## src/rtl/dm_arb_pkg.sv

```systemverilog
// Shared types and defaults for the data-memory arbiter (dm_arbiter).
package dm_arb_pkg;

    typedef enum logic {
        OWN_CPU = 1'b0,
        OWN_DMA = 1'b1
    } owner_e;

    localparam int unsigned DEF_STARVE_LIMIT = 4;
    localparam int unsigned DEF_BURST_MAX    = 8;
    localparam int unsigned STAT_W           = 32;

endpackage

```

## src/rtl/dm_arb_sat_cnt.sv

```systemverilog
// Saturating event counter with enable; holds at all-ones instead of wrapping.
module dm_arb_sat_cnt
    import dm_arb_pkg::*;
(
    input  logic              clk,
    input  logic              rst_n,
    input  logic              i_en,
    output logic [STAT_W-1:0] o_count
);

    logic [STAT_W-1:0] r_count;

    always_ff @(posedge clk) begin
        if (!rst_n) begin
            r_count <= '0;
        end else if (i_en && (r_count != '1)) begin
            r_count <= r_count + 1'b1;
        end
    end

    assign o_count = r_count;

endmodule

```

## src/rtl/dm_arbiter.sv

```systemverilog
// Single-port data-memory arbiter: CPU priority, DMA steals idle slots, bounded forced DMA bursts.
// Optional statistics counters are built only when DM_ARB_STATS_EN is defined.
module dm_arbiter
    import dm_arb_pkg::*;
#(
    parameter int unsigned STARVE_LIMIT = DEF_STARVE_LIMIT,
    parameter int unsigned BURST_MAX    = DEF_BURST_MAX,
    parameter int unsigned AW           = 32,
    parameter int unsigned DW           = 32
) (
    input  logic              clk,
    input  logic              rst_n,
    input  logic              cpu_req,
    input  logic              cpu_we,
    input  logic [AW-1:0]     cpu_addr,
    input  logic [DW-1:0]     cpu_wdata,
    output logic [DW-1:0]     cpu_rdata,
    output logic              cpu_stall,
    input  logic              dma_req,
    input  logic              dma_we,
    input  logic [AW-1:0]     dma_addr,
    input  logic [DW-1:0]     dma_wdata,
    output logic [DW-1:0]     dma_rdata,
    output logic              dma_gnt,
    output logic [AW-1:0]     dm_addr,
    output logic [DW-1:0]     dm_wdata,
    output logic              dm_we,
    input  logic [DW-1:0]     dm_rdata,
    output logic [STAT_W-1:0] stat_dma_words,
    output logic [STAT_W-1:0] stat_stall_cycles
);

    localparam int unsigned WAIT_W  = $clog2(STARVE_LIMIT + 1);
    localparam int unsigned BURST_W = $clog2(BURST_MAX + 1);
    localparam logic [WAIT_W-1:0]  WAIT_LAST  = WAIT_W'(STARVE_LIMIT);
    localparam logic [BURST_W-1:0] BURST_LAST = BURST_W'(BURST_MAX);

    owner_e             r_owner;
    logic [WAIT_W-1:0]  r_wait_cnt;
    logic [BURST_W-1:0] r_burst_cnt;

    logic               w_burst_word;
    logic               w_dma_sel;
    logic               w_cpu_sel;
    logic [WAIT_W-1:0]  w_wait_inc;
    logic [BURST_W-1:0] w_burst_inc;

    // A burst cycle is OWN_DMA with the DMA still asking; otherwise the cycle is CPU-priority.
    always_comb begin
        w_burst_word = (r_owner == OWN_DMA) && dma_req;
        w_dma_sel    = rst_n && (w_burst_word || (!cpu_req && dma_req));
        w_cpu_sel    = rst_n && cpu_req && !w_burst_word;
        w_wait_inc   = r_wait_cnt + 1'b1;
        w_burst_inc  = r_burst_cnt + 1'b1;
    end

    always_comb begin
        dma_gnt   = w_dma_sel;
        cpu_stall = rst_n && w_burst_word && cpu_req;
        dm_addr   = w_dma_sel ? dma_addr  : cpu_addr;
        dm_wdata  = w_dma_sel ? dma_wdata : cpu_wdata;
        dm_we     = 1'b0;
        if (w_dma_sel) begin
            dm_we = dma_we;
        end else if (w_cpu_sel) begin
            dm_we = cpu_we;
        end
    end

    assign cpu_rdata = dm_rdata;
    assign dma_rdata = dm_rdata;

    always_ff @(posedge clk) begin
        if (!rst_n) begin
            r_owner     <= OWN_CPU;
            r_wait_cnt  <= '0;
            r_burst_cnt <= '0;
        end else begin
            case (r_owner)
                OWN_CPU: begin
                    if (cpu_req) begin
                        if (dma_req) begin
                            if (w_wait_inc == WAIT_LAST) begin
                                r_owner     <= OWN_DMA;
                                r_wait_cnt  <= '0;
                                r_burst_cnt <= '0;
                            end else begin
                                r_wait_cnt <= w_wait_inc;
                            end
                        end
                    end else begin
                        r_wait_cnt <= '0;
                    end
                end
                OWN_DMA: begin
                    if (dma_req) begin
                        if (w_burst_inc == BURST_LAST) begin
                            r_owner     <= OWN_CPU;
                            r_burst_cnt <= '0;
                        end else begin
                            r_burst_cnt <= w_burst_inc;
                        end
                    end else begin
                        // DMA dropped out early: the CPU is served now and owns the next cycle.
                        r_owner     <= OWN_CPU;
                        r_burst_cnt <= '0;
                        r_wait_cnt  <= '0;
                    end
                end
                default: begin
                    r_owner <= OWN_CPU;
                end
            endcase
        end
    end

`ifdef DM_ARB_STATS_EN
    dm_arb_sat_cnt u_dma_words (
        .clk     (clk),
        .rst_n   (rst_n),
        .i_en    (dma_req && dma_gnt),
        .o_count (stat_dma_words)
    );

    dm_arb_sat_cnt u_stall_cycles (
        .clk     (clk),
        .rst_n   (rst_n),
        .i_en    (cpu_stall),
        .o_count (stat_stall_cycles)
    );
`else
    assign stat_dma_words    = '0;
    assign stat_stall_cycles = '0;
`endif

endmodule

```

## config.mk

```make
export PLATFORM = sky130hd
export DESIGN_NAME = dm_arbiter
export DESIGN_NICKNAME = d
export VERILOG_FILES = /design/src/rtl/dm_arb_pkg.sv /design/src/rtl/dm_arb_sat_cnt.sv /design/src/rtl/dm_arbiter.sv
export SDC_FILE = /design/constraint.sdc
export NUM_CORES = 1
export LEC_CHECK = 0
export ABC_AREA = 1
export ABC_CLOCK_PERIOD_IN_PS = 3100
export CAP_MARGIN = 10
export CORE_AREA = 10 10 133 135
export CTS_CLUSTER_DIAMETER = 40
export CTS_CLUSTER_SIZE = 24
export DETAILED_ROUTE_END_ITERATION = 8
export DIE_AREA = 0 0 143 145
export SYNTH_ARGS = -nofsm -noshare
export SYNTH_HDL_FRONTEND = slang
export SYNTH_SLANG_ARGS = --single-unit
```

## constraint.sdc

```tcl
create_clock -name clk -period 3.1 [get_ports clk]
set_input_delay 0.465 -clock clk [delete_from_list [all_inputs] [get_ports clk]]
set_output_delay 0.465 -clock clk [all_outputs]
set_load 0.02 [all_outputs]
```

==> summary.md, run 1 <==
| Metric | Value |
|---|---|
| Pre-CTS setup slack | `~230 ps` |
| Chip Width | `about 140 um` |
| Hold-fix buffers at CTS | `0` |
| RSZ-0062 raised after global routing | `false` |
| Number of global-route vias before repair | `approximately 2,400` |
| PD cells | `between 200 and 250 nW/um2` |
| Synth top area cells | `buf_4 (42%), nand2_1 (33%), dfxtp_1 (7.0%)` |
| TritonCTS buffer count | `3` |
| Average size of a mapped cell | `approximately 5.7 um2` |
| # setup viols final | `0` |
| Area Growth Syn to Fin | `67.43%` |
| Total track usage | `between 8 and 9%` |
| Peak Freq | `0.3499 GHz` |
| Dominant cell type by area after synthesis | `buf_4` |
| Setup CP Type | `in -> out` |
| Area share of the largest cell type after synthesis | `between 40% and 50%` |
| Layout cells sized above 1 | `about 3.9%` |
| Ys async rst share | `0%` |
| Cts repair resizes | `0` |
| Top post-synthesis cells by count | `nand2_1 (200), buf_4 (128), inv_1 (12), nand2_2 (11)` |
| Final slew viol count | `0` |
| Leak | `between 1.5 and 2 nW` |
| Cell Area, Placed | `about 3800 um2` |
| WHS | `approximately 470 ps` |
| Crit end category | `output port` |
| GP Congestion | `approximately 0.76` |
| VDD IR-drop max | `0.0002024 V` |
| Post-DRT Antenna Nets | `0` |
| Mean number of vias per cell | `~3.5` |
| Initial antenna violation count | `0` |
| H-tree levels | `1` |
| Pwr Total | `0.8816 mW` |
| Total number of vias | `approximately 2,500` |
| Layout Cells excl Fill | `between 700 and 800` |
| Seq cells post-synth | `8` |
| First-pass GRT wire length | `13,640 um` |
| Ys Warns | `0` |
| Yosys cell types | `17` |
| Status | `finished clean` |
| Per-cell routed wire length | `around 13 um` |
| Ant diodes | `0` |
| Largest net degree at the start of global routing | `40` |
| Skew final | `between 1.5 and 2 ps` |
| CP Data Arrival Time | `around 2400 ps` |
| Most common cell in the netlist | `nand2_1` |
| Port Buffers | `200` |
| Final Hold Viols | `0` |
| Tmin final | `between 2000 and 3000 ps` |
| Synth Flop Type | `dfxtp_1` |
| Detailed Place HPWL | `between 8000 and 9000 um` |
| Final Util | `between 20 and 30%` |
| Starting Density | `approximately 15%` |
| Worst Path Required | `approximately 2600 ps` |
| Total iterations of the first detailed-routing run | `4` |
| Number of flops mapped to enable cells by yosys | `0` |
| Period utilization | `92.20%` |
| # IOs | `approximately 360` |
| CP Launch Type | `input port` |
| Final setup TNS | `0 ps` |
| Hold WC Path Type | `reg -> reg` |
| Register area share after synthesis | `between 6 and 7%` |
| Final instance area | `roughly 3800 um2` |
| Cell Rows | `45` |
| Dpl cells | `718` |
| Post-CTS Setup Inserts | `0` |
| # DRC | `0` |
| Worst skew pair latency | `~230 ps` |
| Core area | `between 15,000 and 20,000 um2` |
| Final net count | `around 700` |
| DIE HEIGHT | `145 um` |
| Deepest clock path buffer count | `2` |
| Cells after synthesis | `between 400 and 500` |
| Clock sinks | `8` |
| Overflow after GRT | `0` |
| Final WS setup | `241.8 ps` |
| Number of max-cap violations | `0` |
| Max FO, Critical Path | `36` |
| Clock transition at path regs | `~40 ps` |
| Initial DRC count | `a little over 80` |
| Die footprint | `just over 20,000 um2` |
| Synthesized cell area | `about 2300 um2` |
| CTS root buf | `clkbuf_16` |
| Routed WL | `9712 um` |
| CTS tree | `built` |
-- worst max-delay path, cell delays in order --
cell	delay, ps
clkdlybuf4s50_1	520
nand2_1	80
inv_2	60
nand2_2	100
inv_2	120
buf_12	190
nand2_1	70
nand2_1	120
clkdlybuf4s50_1	630
-- cell type report --
type	instances	area [um2]
inverter	14	52.55
sequential	8	160.2
timing repair buffer	205	2077
multi-input combinational	303	1240
tap	188	235.2
clock buffer	3	75.07
fill	1684	11190
-- registers in the layout (all words and copies together), names as in the netlist --
signal	count
r_burst_cnt	4
r_wait_cnt	3
r_owner	1
-- path summary, 6_finish.rpt --
| path | startpoint | end | slack (ps) | depth (start not counted) |
|---|---|---|---|---|
| hold / removal | r_wait_cnt[0] | r_wait_cnt[0] | 470 | 1 |
| setup / recovery | dma_req | dm_wdata[19] | 240 | 9 |
| setup reg to reg | r_wait_cnt[0] | r_burst_cnt[1] | 1830 | 7 |
| hold reg to reg | r_wait_cnt[0] | r_wait_cnt[0] | 470 | 1 |
-- cells in the final DEF, fill, tap and decap left out, drive strengths merged --
cell type,n
ha,5
nand2,211
nand3,8
nand4,2
buf,5
conb,64
inv,14
o21ai,5
dfxtp,8
nor2,2
o31ai,1
clkbuf,3
clkdlybuf4s50,200
a21oi,5
-- power by group --
group | switching [mW] | internal, mW | leakage [nW]
Combinational | 0.271 | 0.288 | 1.72
Sequential | 0.000639 | 0.104 | 0.0646
Clock | 0.0511 | 0.166 | 0.0370
-- cells by family (layout without fill, tap and decap cells) --
logic type / after synthesis / count (layout) / synth area share [%]
AOI/OAI and AO/OA: 11 / 11 / 2.509
adders and majority gates: 5 / 5 / 2.728
buffers and inverters: 156 / 222 / 49.26
DFF: 8 / 8 / 6.983
other: 1 / 64 / 0.1635
and+or+nand+nor: 223 / 223 / 38.35
-- layer usage --
layer	vias up	track usage (%)	wire length [um]
li1	1276	-	-
met1	991	8.218	3394
met2	209	13.38	4442
met3	17	5.476	1727
met4	0	1.909	147
met5	-	0	0
Note: power is estimated with default switching activity, not from simulation.
==> inputs of run 2 (changes only) <==
--- a/config.mk
+++ b/config.mk
@@ -13,6 +13,7 @@
 export CTS_CLUSTER_SIZE = 24
 export DETAILED_ROUTE_END_ITERATION = 8
 export DIE_AREA = 0 0 143 145
+export SKIP_LAST_GASP = 1
 export SYNTH_ARGS = -nofsm -noshare
 export SYNTH_HDL_FRONTEND = slang
 export SYNTH_SLANG_ARGS = --single-unit
==> results of run 2 <==
Same layout as run 1: the final DEF is identical, and so are final timing and power.
